## src/rtl/ps2_kbd_pkg.sv

```systemverilog
// Shared types and constants for the PS/2 scan code set 2 keyboard decoder.
package ps2_kbd_pkg;

  typedef enum logic [1:0] {
    ST_IDLE  = 2'd0,
    ST_E0    = 2'd1,
    ST_F0    = 2'd2,
    ST_PAUSE = 2'd3
  } state_e;

  localparam logic [7:0] BYTE_E0 = 8'hE0;
  localparam logic [7:0] BYTE_F0 = 8'hF0;
  localparam logic [7:0] BYTE_E1 = 8'hE1;
  localparam logic [7:0] BYTE_FA = 8'hFA;
  localparam logic [7:0] BYTE_AA = 8'hAA;
  localparam logic [7:0] BYTE_EE = 8'hEE;
  localparam logic [7:0] BYTE_FE = 8'hFE;
  localparam logic [7:0] BYTE_FC = 8'hFC;
  localparam logic [7:0] BYTE_00 = 8'h00;
  localparam logic [7:0] BYTE_FF = 8'hFF;

  // Left/right shift codes the keyboard injects around E0 keys in some modes.
  localparam logic [7:0] BYTE_FAKE_LSHIFT = 8'h12;
  localparam logic [7:0] BYTE_FAKE_RSHIFT = 8'h59;

  localparam logic [2:0] PAUSE_SKIP = 3'd7;

  localparam int EV_CODE_LSB = 0;
  localparam int EV_BRK_BIT  = 8;
  localparam int EV_EXT_BIT  = 9;
  localparam int EV_WIDTH    = 10;

  typedef struct packed {
    logic       ext;
    logic       brk;
    logic [7:0] code;
  } key_event_t;

  function automatic logic is_ctrl_byte(input logic [7:0] b);
    return (b == BYTE_FA) || (b == BYTE_AA) || (b == BYTE_EE) || (b == BYTE_FE) ||
           (b == BYTE_FC) || (b == BYTE_00) || (b == BYTE_FF);
  endfunction

endpackage

```

## src/rtl/ps2_key_fifo.sv

```systemverilog
// Synchronous show-ahead FIFO: rdata always presents the head entry.
module ps2_key_fifo #(
  parameter int DEPTH      = 8,
  parameter int ADDR_WIDTH = 3,
  parameter int DATA_WIDTH = 10
) (
  input  logic                  clk,
  input  logic                  reset,
  input  logic                  push,
  input  logic [DATA_WIDTH-1:0] wdata,
  input  logic                  pop,
  output logic [DATA_WIDTH-1:0] rdata,
  output logic                  full,
  output logic                  empty,
  output logic [ADDR_WIDTH:0]   count,
  output logic                  drop
);

  logic [DATA_WIDTH-1:0] mem_q [DEPTH];
  logic [ADDR_WIDTH-1:0] wr_ptr_q, wr_ptr_d;
  logic [ADDR_WIDTH-1:0] rd_ptr_q, rd_ptr_d;
  logic [ADDR_WIDTH:0]   count_q, count_d;
  logic                  push_ok, pop_ok;

  always_comb begin
    full    = (count_q == (ADDR_WIDTH+1)'(DEPTH));
    empty   = (count_q == '0);
    pop_ok  = pop & ~empty;
    // A pop in the same cycle frees the slot, so a full FIFO still accepts the write.
    push_ok = push & (~full | pop_ok);
    drop    = push & ~push_ok;

    wr_ptr_d = push_ok ? wr_ptr_q + ADDR_WIDTH'(1) : wr_ptr_q;
    rd_ptr_d = pop_ok  ? rd_ptr_q + ADDR_WIDTH'(1) : rd_ptr_q;
    count_d  = count_q + (ADDR_WIDTH+1)'(push_ok) - (ADDR_WIDTH+1)'(pop_ok);
  end

  always_ff @(posedge clk) begin
    if (reset) begin
      wr_ptr_q <= '0;
      rd_ptr_q <= '0;
      count_q  <= '0;
    end else begin
      wr_ptr_q <= wr_ptr_d;
      rd_ptr_q <= rd_ptr_d;
      count_q  <= count_d;
    end
  end

  // NOTE: storage has no reset; entries are only visible once count marks them valid.
  always_ff @(posedge clk) begin
    if (push_ok) mem_q[wr_ptr_q] <= wdata;
  end

  assign rdata = mem_q[rd_ptr_q];
  assign count = count_q;

endmodule

```

## src/rtl/ps2_scancode_decoder.sv

```systemverilog
// Scan code set 2 decoder (E0/F0/E1 prefixes) feeding a key-event FIFO; control bytes strobe out.
// Optional auto-repeat suppression when PS2_KBD_TYPEMATIC_FILTER_EN is defined.
module ps2_scancode_decoder
  import ps2_kbd_pkg::*;
#(
  parameter int FIFO_DEPTH      = 8,
  parameter int FIFO_ADDR_WIDTH = 3,
  parameter int TIMEOUT_CYCLES  = 1000000,
  parameter int TIMEOUT_WIDTH   = 20
) (
  input  logic                     clk,
  input  logic                     reset,
  input  logic [7:0]               received_data,
  input  logic                     received_data_en,
  input  logic                     key_ready,
  input  logic                     clear_overflow,
  output logic                     key_valid,
  output logic [7:0]               key_code,
  output logic                     key_extended,
  output logic                     key_break,
  output logic [FIFO_ADDR_WIDTH:0] fifo_count,
  output logic                     overflow,
  output logic                     ctrl_byte_en,
  output logic [7:0]               ctrl_byte
);

  localparam logic [TIMEOUT_WIDTH-1:0] TMO_LAST = TIMEOUT_WIDTH'(TIMEOUT_CYCLES - 1);

  state_e                   state_q, state_d;
  logic                     ext_q, ext_d;
  logic [2:0]               skip_q, skip_d;
  logic [TIMEOUT_WIDTH-1:0] tmo_q, tmo_d;
  logic                     ctrl_en_q, ctrl_en_d;
  logic [7:0]               ctrl_byte_q, ctrl_byte_d;
  logic                     overflow_q, overflow_d;

  key_event_t ev;
  logic       ev_push;
  logic       fifo_push;
  key_event_t head;
  logic       fifo_full, fifo_empty, fifo_drop;

  always_comb begin
    state_d     = state_q;
    ext_d       = ext_q;
    skip_d      = skip_q;
    tmo_d       = '0;
    ctrl_en_d   = 1'b0;
    ctrl_byte_d = ctrl_byte_q;
    ev_push     = 1'b0;
    ev          = '0;

    // Abandon a stalled prefix so a lost byte cannot corrupt the next key.
    if (state_q != ST_IDLE && !received_data_en) begin
      if (tmo_q == TMO_LAST) begin
        state_d = ST_IDLE;
        ext_d   = 1'b0;
        skip_d  = '0;
      end else begin
        tmo_d = tmo_q + TIMEOUT_WIDTH'(1);
      end
    end

    if (received_data_en) begin
      unique case (state_q)
        ST_IDLE: begin
          if (received_data == BYTE_E0) begin
            state_d = ST_E0;
          end else if (received_data == BYTE_F0) begin
            state_d = ST_F0;
            ext_d   = 1'b0;
          end else if (received_data == BYTE_E1) begin
            state_d = ST_PAUSE;
            skip_d  = PAUSE_SKIP;
          end else if (is_ctrl_byte(received_data)) begin
            ctrl_en_d   = 1'b1;
            ctrl_byte_d = received_data;
          end else begin
            ev_push = 1'b1;
            ev      = '{ext: 1'b0, brk: 1'b0, code: received_data};
          end
        end
        ST_E0: begin
          if (received_data == BYTE_F0) begin
            state_d = ST_F0;
            ext_d   = 1'b1;
          end else if (received_data == BYTE_E0) begin
            state_d = ST_E0;
          end else if (received_data == BYTE_FAKE_LSHIFT || received_data == BYTE_FAKE_RSHIFT) begin
            state_d = ST_IDLE;
          end else begin
            state_d = ST_IDLE;
            ev_push = 1'b1;
            ev      = '{ext: 1'b1, brk: 1'b0, code: received_data};
          end
        end
        ST_F0: begin
          state_d = ST_IDLE;
          ext_d   = 1'b0;
          ev_push = 1'b1;
          ev      = '{ext: ext_q, brk: 1'b1, code: received_data};
        end
        ST_PAUSE: begin
          if (skip_q <= 3'd1) begin
            state_d = ST_IDLE;
            skip_d  = '0;
            ev_push = 1'b1;
            ev      = '{ext: 1'b0, brk: 1'b0, code: BYTE_E1};
          end else begin
            skip_d = skip_q - 3'd1;
          end
        end
        default: state_d = ST_IDLE;
      endcase
    end
  end

`ifdef PS2_KBD_TYPEMATIC_FILTER_EN
  logic       filt_vld_q, filt_vld_d;
  logic [8:0] filt_q, filt_d;

  always_comb begin
    fifo_push  = ev_push;
    filt_vld_d = filt_vld_q;
    filt_d     = filt_q;
    if (ev_push) begin
      if (!ev.brk) begin
        // Pause has no break code, so repeated Pause presses must never be swallowed.
        if (state_q != ST_PAUSE && filt_vld_q && filt_q == {ev.ext, ev.code}) begin
          fifo_push = 1'b0;
        end else begin
          filt_vld_d = 1'b1;
          filt_d     = {ev.ext, ev.code};
        end
      end else if (filt_vld_q && filt_q == {ev.ext, ev.code}) begin
        filt_vld_d = 1'b0;
      end
    end
  end

  always_ff @(posedge clk) begin
    if (reset) begin
      filt_vld_q <= 1'b0;
      filt_q     <= '0;
    end else begin
      filt_vld_q <= filt_vld_d;
      filt_q     <= filt_d;
    end
  end
`else
  assign fifo_push = ev_push;
`endif

  always_comb begin
    overflow_d = overflow_q;
    if (clear_overflow) overflow_d = 1'b0;
    if (fifo_drop)      overflow_d = 1'b1;
  end

  // NOTE: sequential state uses non-blocking assignments only; next values come from always_comb.
  always_ff @(posedge clk) begin
    if (reset) begin
      state_q     <= ST_IDLE;
      ext_q       <= 1'b0;
      skip_q      <= '0;
      tmo_q       <= '0;
      ctrl_en_q   <= 1'b0;
      ctrl_byte_q <= '0;
      overflow_q  <= 1'b0;
    end else begin
      state_q     <= state_d;
      ext_q       <= ext_d;
      skip_q      <= skip_d;
      tmo_q       <= tmo_d;
      ctrl_en_q   <= ctrl_en_d;
      ctrl_byte_q <= ctrl_byte_d;
      overflow_q  <= overflow_d;
    end
  end

  ps2_key_fifo #(
    .DEPTH      (FIFO_DEPTH),
    .ADDR_WIDTH (FIFO_ADDR_WIDTH),
    .DATA_WIDTH (EV_WIDTH)
  ) u_fifo (
    .clk   (clk),
    .reset (reset),
    .push  (fifo_push),
    .wdata (ev),
    .pop   (key_ready),
    .rdata (head),
    .full  (fifo_full),
    .empty (fifo_empty),
    .count (fifo_count),
    .drop  (fifo_drop)
  );

  assign key_valid    = ~fifo_empty;
  assign key_code     = key_valid ? head.code : 8'h00;
  assign key_extended = key_valid & head.ext;
  assign key_break    = key_valid & head.brk;
  assign overflow     = overflow_q;
  assign ctrl_byte_en = ctrl_en_q;
  assign ctrl_byte    = ctrl_byte_q;

  logic unused_full;
  assign unused_full = fifo_full;

endmodule

```

## config.mk

```make
export PLATFORM = sky130hd
export DESIGN_NAME = ps2_scancode_decoder
export DESIGN_NICKNAME = d
export VERILOG_FILES = /design/src/rtl/ps2_kbd_pkg.sv /design/src/rtl/ps2_key_fifo.sv /design/src/rtl/ps2_scancode_decoder.sv
export SDC_FILE = /design/constraint.sdc
export NUM_CORES = 1
export LEC_CHECK = 0
export ABC_AREA = 1
export ABC_CLOCK_PERIOD_IN_PS = 2800
export BUFFER_PORTS_ARGS = -buffer_cell sky130_fd_sc_hd__buf_2
export CAP_MARGIN = 20
export CORE_ASPECT_RATIO = 1.75
export CORE_MARGIN = 4
export CORE_UTILIZATION = 58
export CTS_CLUSTER_SIZE = 8
export DETAILED_ROUTE_END_ITERATION = 10
export PLACE_DENSITY = 0.77
export SYNTH_ARGS = -nofsm -noshare
export SYNTH_HDL_FRONTEND = slang
export SYNTH_SLANG_ARGS = --single-unit
```

## constraint.sdc

```tcl
create_clock -name clk -period 2.8 [get_ports clk]
set_clock_uncertainty 0.15 [all_clocks]
set_input_delay 0.56 -clock clk [delete_from_list [all_inputs] [get_ports clk]]
set_output_delay 0.56 -clock clk [all_outputs]
set_load 0.01 [all_outputs]
```

=== Yosys cells after proc, flatten, opt, wreduce, memory -nomap -nowiden ===
Memory sizes are Yosys's and may differ from the RTL's. A register that Yosys moved wholly into a read port is not among the register bits.
Cells that the tools add are included.
Widths: inputs -> output; s select.

* $add $sub $neg: 6
* $mul: 0
* Divide/modulo/power cells: 0
* Order comparisons: 1
* Eq/ne operators: 16
* Shift-type cells: 0
* Multiplexer cells: 53
* Bitwise logic cells: 15
* Reductions and logical operators: 17

{| class="wikitable"
|+ Operators with widths
! kind !! count
|-
| $eq 8x8->1 const B || 9
|-
| $mux 8 || 6
|-
| $mux 10 || 4
|-
| $pmux 10 s4 || 1
|-
| $mux 3 || 9
|-
| $mux 1 || 21
|-
| $add 20x1->20 const B || 1
|-
| $eq 20x20->1 const B || 1
|-
| $mux 2 || 8
|-
| $not 1->1 || 9
|-
| $eq 8x5->1 const B || 1
|-
| $eq 8x7->1 const B || 1
|-
| $logic_not 8->1 || 1
|-
| $pmux 2 s4 || 1
|-
| $logic_or 1x1->1 || 7
|-
| $add 3x1->3 const B || 2
|-
| $pmux 3 s2 || 1
|-
| $reduce_and 6->1 || 1
|-
| $reduce_or 6->1 || 1
|-
| $and 1x1->1 || 5
|-
| $add 4x1->4 || 1
|-
| $eq 2x2->1 const B || 2
|-
| $eq 4x4->1 const B || 1
|-
| $logic_not 4->1 || 1
|-
| 12 further kinds || 13
|}

* Register bits after elaboration: 46
* Bits in latches: 0
* Memory bits (writable): 80
* Bits in read-only memories: 0
* Bits of input ports: 13
* Word-level logic and storage cells: 119
* Memories kept: 1

{| class="wikitable"
|+ Memory list
! memory !! depth !! width !! read ports !! clocked after memory_dff !! write ports !! line !! source
|-
| u_fifo.mem_q || 8 || 10 || 1 || 1 || 1 || ps2_key_fifo.sv:19 || <nowiki>logic [DATA_WIDTH-1:0] mem_q [DEPTH];</nowiki>
|}

=== Longest topological paths before layout ===
Gate-level depths: netlist of run 1.

* Depth in word-level cells: 17
* Mapped depth: 17
* Depth with buffers taken out: 17

=== Modules after synthesis ===
Synthesis of run 1 repeated with hierarchy kept, for this count alone.

* Cell total of the unflattened synthesis: 680
* Area total of the unflattened synthesis: 6,053.3 µm²

{| class="wikitable"
|+ Modules (own cells, without submodules)
! module !! instances !! cells an instance !! area each (µm²) !! seq. area each (µm²)
|-
| ps2_key_fifo || 1 || 339 || 3,829.9 || 2,662.6
|-
| ps2_scancode_decoder || 1 || 341 || 2,223.4 || 720.7
|}

=== Worst setup path after synthesis of run 1 ===
No wires, ideal clock.

* Path type: input -> register
* Start point: input port received_data[1]
* End point: memory u_fifo.mem_q[0][0], enable pin
* Setup time: 376 ps
* Arrival time: 1,941 ps
* Path slack: 332 ps
* Cell stages on the path: 10
* Buffers on the path: 0
* Path through: inv_1 nor2_1 nor2_1 a21oi_1 nand3_1 nand2_1 nand4_2 inv_2 nand2_2 nor2_1

* Cells in the longest elaborated chain, start to end: 16

{| class="wikitable"
|+ RTL lines
! item !! line !! source
|-
| from (decl) || ps2_scancode_decoder.sv:13 || <nowiki>input logic [7:0] received_data,</nowiki>
|-
| $eq 8x8->1 || ps2_kbd_pkg.sv:40 || <nowiki>return (b == BYTE_FA) || (b == BYTE_AA) || (b == BYTE_EE) || (b == BYTE_FE) ||</nowiki>
|-
| $logic_or 1x1->1 (4 in series) || ps2_kbd_pkg.sv:40 ||
|-
| $logic_or 1x1->1 (2 in series) || ps2_kbd_pkg.sv:41 || <nowiki>(b == BYTE_FC) || (b == BYTE_00) || (b == BYTE_FF);</nowiki>
|-
| $mux 1 || ps2_scancode_decoder.sv:75 || <nowiki>end else if (is_ctrl_byte(received_data)) begin</nowiki>
|-
| $mux 1 || ps2_scancode_decoder.sv:72 || <nowiki>end else if (received_data == BYTE_E1) begin</nowiki>
|-
| $mux 1 || ps2_scancode_decoder.sv:69 || <nowiki>end else if (received_data == BYTE_F0) begin</nowiki>
|-
| $mux 1 || ps2_scancode_decoder.sv:67 || <nowiki>if (received_data == BYTE_E0) begin</nowiki>
|-
| $pmux 1 s4 * || ps2_scancode_decoder.sv:65 || <nowiki>unique case (state_q)</nowiki>
|-
| $mux 1 * || ps2_scancode_decoder.sv:64 || <nowiki>if (received_data_en) begin</nowiki>
|-
| $and 1x1->1 * || ps2_key_fifo.sv:30 || <nowiki>push_ok = push & (~full | pop_ok);</nowiki>
|-
| via u_fifo.push_ok || ps2_key_fifo.sv:23 || <nowiki>logic push_ok, pop_ok;</nowiki>
|-
| $mux 1 * || ps2_key_fifo.sv:52 || <nowiki>if (push_ok) mem_q[wr_ptr_q] <= wdata;</nowiki>
|-
| $mux 1 (implied by the code) * || ps2_key_fifo.sv:52 ||
|-
| to (decl) || ps2_key_fifo.sv:19 ||
|}

The timed path passes the listed nets; every way through them passes the cells marked *.

==> summary.md, run 1 <==
| Metric | Value |
|---|---|
| Worst setup EP type | primary output |
| Critical Path AT | 1.91 ns |
| Flop pwr share | 38.0% |
| WHS | 0.293 ns |
| Boundary Pins | 38 |
| Pleak | 2.82 nW |
| Area Overhead vs Synth | 19.1% |
| Placed wire-length estimate | 9500 µm |
| Die width | 84.0 µm |
| Final wirelength | 13500 µm |
| Sw Ratio | 28.0% |
| Synthesized area per cell | 9.20 µm² |
| GR Util All Layers | 23.4% |
| CP Max Fanout | 40 |
| First-pass GRT wire length | 21800 µm |
| Flops & latches, synth | 129 |
| Main synth FF type | edfxtp_1 |
| Setup WS pre-CTS | 0.0154 ns |
| DP Area | 6360 µm² |
| Max-slew violation count | 0 |
| Skew-Pair Late Insertion Delay | 0.41 ns |
| Max Cap Violations | 0 |
| Num CTS Buffers | 17 |
| Worst vdd ir | 0.000597 V |
| Worst-margin pin slew | 0.905 ns |
| Synth Net Count | 667 |
| Met1 global-route usage | 24.7% |
| Final Setup Violations | 0 |
| CTS Hold Buffers Added | 0 |
| M2 GR Usage | 44.3% |
| Tmin final | 2.62 ns |
| Largest net degree at the start of global routing | 41 |
| Nets@finish | 734 |
| Distinct cell type count of the synthesized netlist | 38 |
| Pwr dens | 828 nW/µm² |
| Worst-path clk slew | 0.05 ns |
| GRT met3 Usage | 4.97% |
| YS warnings | 0 |
| Reg2Reg Depth | 11 |
| CTS tree | done |
| Worst path max stage delay | 0.36 ns |
| Fmax | 382 MHz |
| DR vias/cell | 5.62 |
| Hold path depth | 1 |
| Root Buffer | clkbuf_16 |
| Setup TNS | 0 ns |
| GPL Wtd Cong | 0.871 |
| Initial antenna violation count | 0 |
| CORE AREA | 9850 µm² |
| Int Pwr | 4.17 mW |
| Fill count | 714 |
| Max transition margin | 39.2% |
| Vias in the first global route | 4568 |
| Net Sw Power | 1.62 mW |
| # port buffers | 37 |
| Commonest cells after routing, fill and taps aside | nor2_1, edfxtp_1, nand2_1 |
| Vias | 4737 |
| GRT Max-Usage Layer | met2 |
| Post-Place Cells | 811 |
| Layout cell share with drive strength beyond 1 | 16.6% |
| Post-route antenna net violation count | 0 |
| Post-Synthesis Cells | 638 |
| CP Data Required Time | 2.09 ns |
| Critical path's most frequent cell | o21ai_0 |
| Die Ht | 141 µm |
| Fin. Hold Viols | 0 |
| Mapped Area | 5870 µm² |
| Unrepaired setup endpoints after global routing | false |
| Finished Layout Cells | 843 |
| Most common cell after layout, fill and taps aside | nor2_1 |
| Cell area after layout | 6990 µm² |
| Ys async rst share | 0% |
| Final worst slack | 0.181 ns |
| CTS Sinks | 129 |
| Clock power share | 40.1% |
| EDFF count, synth | 80 |
| Critical path class | reg2out |
| Worst-path cell chain | buf_4 > o21ai_0 > o22ai_1 > o21ai_0 > a31oi_1 > buf_2 |
| Drc violations | 0 |
| Bufs on Longest Clock Path | 2 |
| Row count | 48 |
| Period utilisation layout | 93.6% |
| # diodes | 0 |
| Initial DRC Count | 261 |
| Worst Hold Class | reg2reg |
| Logic pwr share | 21.9% |
| Worst Setup Start Kind | flip-flop |
| Starting density of the core | 59.6% |
| H-Tree Depth | 4 |
| Seq/Total Area, Yosys | 57.7% |
| CP max stage cell | buf_4 |
| First-pass DRT Iterations | 7 |
| Gr ovfl total | 0 |
| Status | finished clean |
| Wire length per cell | 16.0 µm |
| Die area | 11900 µm² |
==> power by group through the flow <==
stage / clock network, mW / registers (mW) / logic (mW)
floorplan: 0 / 2.23 / 0.806
global placement: 0 / 2.23 / 1.22
detailed placement: 0 / 2.23 / 1.26
CTS: 2.34 / 2.20 / 1.28
global route: 2.45 / 2.21 / 1.43
finish: 2.32 / 2.20 / 1.27
==> final timing paths <==
kind	from	to	slack [ns]
max	flip-flop	key_code[7]	0.18
min	tmo_q[0]	tmo_q[0]	0.29
max reg2reg	state_q[1]	u_fifo.count[2]	0.41
min reg2reg	tmo_q[0]	tmo_q[0]	0.29
==> metal layers <==
layer	vias to the layer above	part of all wire [%]
met3	25	3.9
met5	-	0
met2	132	58
met1	2270	37
met4	0	2.0
li1	2310	-
==> cell usage after synthesis, types with 7 or more instances <==
cell      count  area [µm²]
edfxtp_1     80        2400
o21ai_0      66         330
a21oi_1      37         185
ha_1         15         188
nor3_1       15        75.1
dfxtp_1      49         981
nand2_1      73         274
clkbuf_1     18        67.6
o22ai_1      10        62.6
nand4_1       9        56.3
inv_2         7        26.3
inv_1        61         229
a31oi_1      11        68.8
nand3_1      23         115
nor2_1      123         462
==> state kept, by name, indices dropped and copies added (netlist names), named ones only <==
name and count:
ctrl_byte 8, ctrl_byte_en 1, ext_q 1, overflow 1
skip_q 3, state_q 2, tmo_q 20, u_fifo.count 4
u_fifo.mem_q 80, u_fifo.rd_ptr_q 3, u_fifo.wr_ptr_q 3
==> critical path, delay by kind of cell, from the launching register on <==
family	cells	cell delay, ns
AOI/OAI and AO/OA	4	0.67
buffers and inverters	2	0.51
DFF	1	0.32
==> repair_timing <==
action	in CTS	in global routing
resized for setup	0	1
setup endpoints to repair	0	1
buffers inserted	0	0
==> through the flow <==
step	total power [mW]	utilization [%]
finish	5.79	70.9
global route	6.09	70.9
CTS	5.82	70.9
detailed placement	3.50	64.6
global placement	3.44	64.6
floorplan	3.04	-
==> area by class of cell <==
type / count / area (µm²) / share of cell area, %
Multi-Input combinational cell: 420 / 2150 / 30.7
Clock inverter: 12 / 189 / 2.70
Clock buffer: 20 / 437 / 6.25
Inverter: 69 / 259 / 3.71
Timing Repair Buffer: 68 / 418 / 5.98
Tap cell: 125 / 156 / 2.24
Sequential cell: 129 / 3380 / 48.4
==> cells by family (layout without fill, tap and decap cells) <==
kind of cell             count (synthesis)  after routing  synth area share (%)
AO/OA/AOI/OAI                          134            134                  12.2
flip-flops                             129            129                  57.7
XOR/XNOR                                 4              4                 0.597
buffers and inverters                   89            169                  5.78
adder cells (fa/ha/maj)                 16             16                  3.54
AND/OR/NAND/NOR                        266            266                  20.3
No activity file was read; power rests on OpenSTA's default activity.
==> run 2, diff against run 1 <==
--- a/config.mk
+++ b/config.mk
@@ -15,6 +15,7 @@
 export CTS_CLUSTER_SIZE = 8
 export DETAILED_ROUTE_END_ITERATION = 10
 export PLACE_DENSITY = 0.77
+export RECOVER_POWER = 50
 export SYNTH_ARGS = -nofsm -noshare
 export SYNTH_HDL_FRONTEND = slang
 export SYNTH_SLANG_ARGS = --single-unit
==> run 2 against run 1 <==
Against the previous run:
- die area is the same
- routed wire length down 0.48%
- highest routed layer unchanged
- count of clock-buffer cells in the layout unchanged
- largest cell class unchanged
- sequential power about the same
- first-iteration DRC count grew 16%
- design area fell by 1.1%
- via count decreased by 0.11%
==> summary.md, run 2 (synthesis gave the netlist of run 1 again) <==
| Metric | Value |
|---|---|
| Initial DRC Count | 304 (+16%) |
| Most common cell after layout, fill and taps aside | nor2_1 |
| First-pass DRT Iterations | 5 (-2) |
| CTS tree | done |
| Wire length per cell | 15.9 µm (-0.48%) |
| Max transition margin | 38.6% (-0.59 points) |
| Post-route antenna net violation count | 0 (unchanged) |
| Delay-heaviest family, CP | compound AO/OA/AOI/OAI gates |
| Initial antenna violation count | 0 (unchanged) |
| Nets@finish | 734 (unchanged) |
| Vias in the first global route | 4568 (unchanged) |
| Period utilisation layout | 93.4% (-0.12 points) |
| Fmax | 382 MHz (+0.13%) |
| GR Util All Layers | 23.4% (unchanged) |
| CP Data Required Time | 2.09 ns (about the same) |
| Num CTS Buffers | 17 (unchanged) |
| Vias | 4732 (-0.11%) |
| Critical path class | reg2out |
| Die width | 84.0 µm (unchanged) |
| Max Cap Violations | 0 (unchanged) |
| Reg area | 3380 µm² (unchanged) |
| Starting density of the core | 59.6% (unchanged) |
| Finished Layout Cells | 843 (unchanged) |
| Worst-path cell chain | buf_4 > o21ai_0 > o22ai_1 > o21ai_0 > a31oi_1 > buf_2 |
| Gr ovfl total | 0 (unchanged) |
| Area Overhead vs Synth | 17.7% |
| Count of buffer and inverter cells on the critical path | 2 (unchanged) |
| Bufs on Longest Clock Path | 2 (unchanged) |
| Row count | 48 (unchanged) |
| Area of the multi-input gates | 2120 µm² (-1.4%) |
| # port buffers | 37 (unchanged) |
| Largest Register | u_fifo.mem_q |
| Postcts setup bufs | 0 (unchanged) |
| Fill count | 737 (+3.2%) |
| Final Setup Violations | 0 (unchanged) |
| Largest net degree at the start of global routing | 41 (unchanged) |
| Die area | 11900 µm² (unchanged) |
| CP Max Fanout | 40 (unchanged) |
| Drc violations | 0 (unchanged) |
| Pwr dens | 835 nW/µm² (+0.81%) |
| Final design utilization | 70.1% (-0.81 points) |
| Max-slew violation count | 0 (unchanged) |
| Critical path's most frequent cell | o21ai_0 |
| Commonest cells after routing, fill and taps aside | nor2_1, edfxtp_1, nand2_1 |
| CTS Sinks | 129 (unchanged) |
| # diodes | 0 (unchanged) |
| Boundary Pins | 38 (unchanged) |
| Tmin final | 2.62 ns (-0.00348 ns) |
| Worst-path clk slew | 0.05 ns (about the same) |
| Setup TNS | 0 ns (unchanged) |
| Unrepaired setup endpoints after global routing | false |
| Setup WS pre-CTS | 0.0154 ns (unchanged) |
| Pleak | 2.72 nW (-3.7%) |
| CORE AREA | 9850 µm² (unchanged) |
| First-pass GRT wire length | 21800 µm (unchanged) |
| Worst setup EP type | primary output |
| Max FFs per register | 80 (unchanged) |
| Root Buffer | clkbuf_16 |
| Die Ht | 141 µm (unchanged) |
| Final worst slack | 0.184 ns (+0.00348 ns) |
| Skew-Pair Late Insertion Delay | 0.40 ns (about the same) |
| GPL Wtd Cong | 0.871 (unchanged) |
| Critical Path AT | 1.91 ns (about the same) |
| WHS | 0.295 ns (+0.00177 ns) |
| Fin. Hold Viols | 0 (unchanged) |
| Worst-margin pin slew | 0.914 ns (+0.00878 ns) |
| Post-Place Cells | 811 (unchanged) |
| H-Tree Depth | 4 (unchanged) |
| Worst Setup Start Kind | flip-flop |
| Layout cell share with drive strength beyond 1 | 12.4% (-4.2 points) |
| Placed wire-length estimate | 9500 µm (unchanged) |
| Worst path max stage delay | 0.36 ns (about the same) |
| CP max stage cell | buf_4 |
| DR vias/cell | 5.61 (-0.11%) |
| Final wirelength | 13400 µm (-0.48%) |
| Worst vdd ir | 0.000595 V (-0.25%) |
| Worst Hold Class | reg2reg |
| Status | finished clean |
-- run 2: cell count changes in the layout (fill, tap and decap cells not counted), moves of 3 or more --
cell / delta
buf_4: -10
inv_2: -3
buf_2: -15
inv_1: +3
clkbuf_1: +22
-- run 2: area by class of cell --
type	instances	share of cell area [%]
multi-input cells	420	30.6
clock inverters	12	2.74
flip-flops and latches	129	49.0
inverters	69	3.75
repair buffers	68	5.33
clock buffers	20	6.32
well taps	125	2.26
-- run 2: repair_timing --
item,4_1_cts,5_1_grt
gates resized for setup,0,1
hold buffers,0,0
endpoints found under the setup margin,0,1
-- run 2: path summary, 6_finish.rpt --
path	endpoint	start	slack (ns)	cells after the start
hold reg to reg	tmo_q[0]	tmo_q[0]	0.29	1
setup reg to reg	tmo_q[18]	tmo_q[0]	0.36	12
hold / removal	tmo_q[0]	tmo_q[0]	0.29	1
setup / recovery	key_code[7]	flip-flop	0.18	6
-- run 2: layer usage --
metal  GRT usage [%]  part of all wire (%)  vias to the layer above
li1                -                     -                     2310
met1            24.7                    37                     2263
met2            44.3                    57                      128
met3            4.97                   3.5                       31
met4            9.32                   2.2                        0
met5               0                     0                        -
-- run 2: through the flow --
step,instance area (µm²),power (mW)
after global placement,6360,3.44
final,6910,5.77
after global routing,6910,6.07
after floorplan,5870,3.04
after detailed placement,6360,3.50
after CTS,6990,5.82
-- run 2: power breakdown --
| part | leakage [nW] | switching [mW] | internal [mW] |
|---|---|---|---|
| clock network | 0.303 | 0.751 | 1.57 |
| logic | 1.29 | 0.800 | 0.446 |
| registers | 1.13 | 0.0611 | 2.14 |
| total | 2.72 | 1.61 | 4.15 |
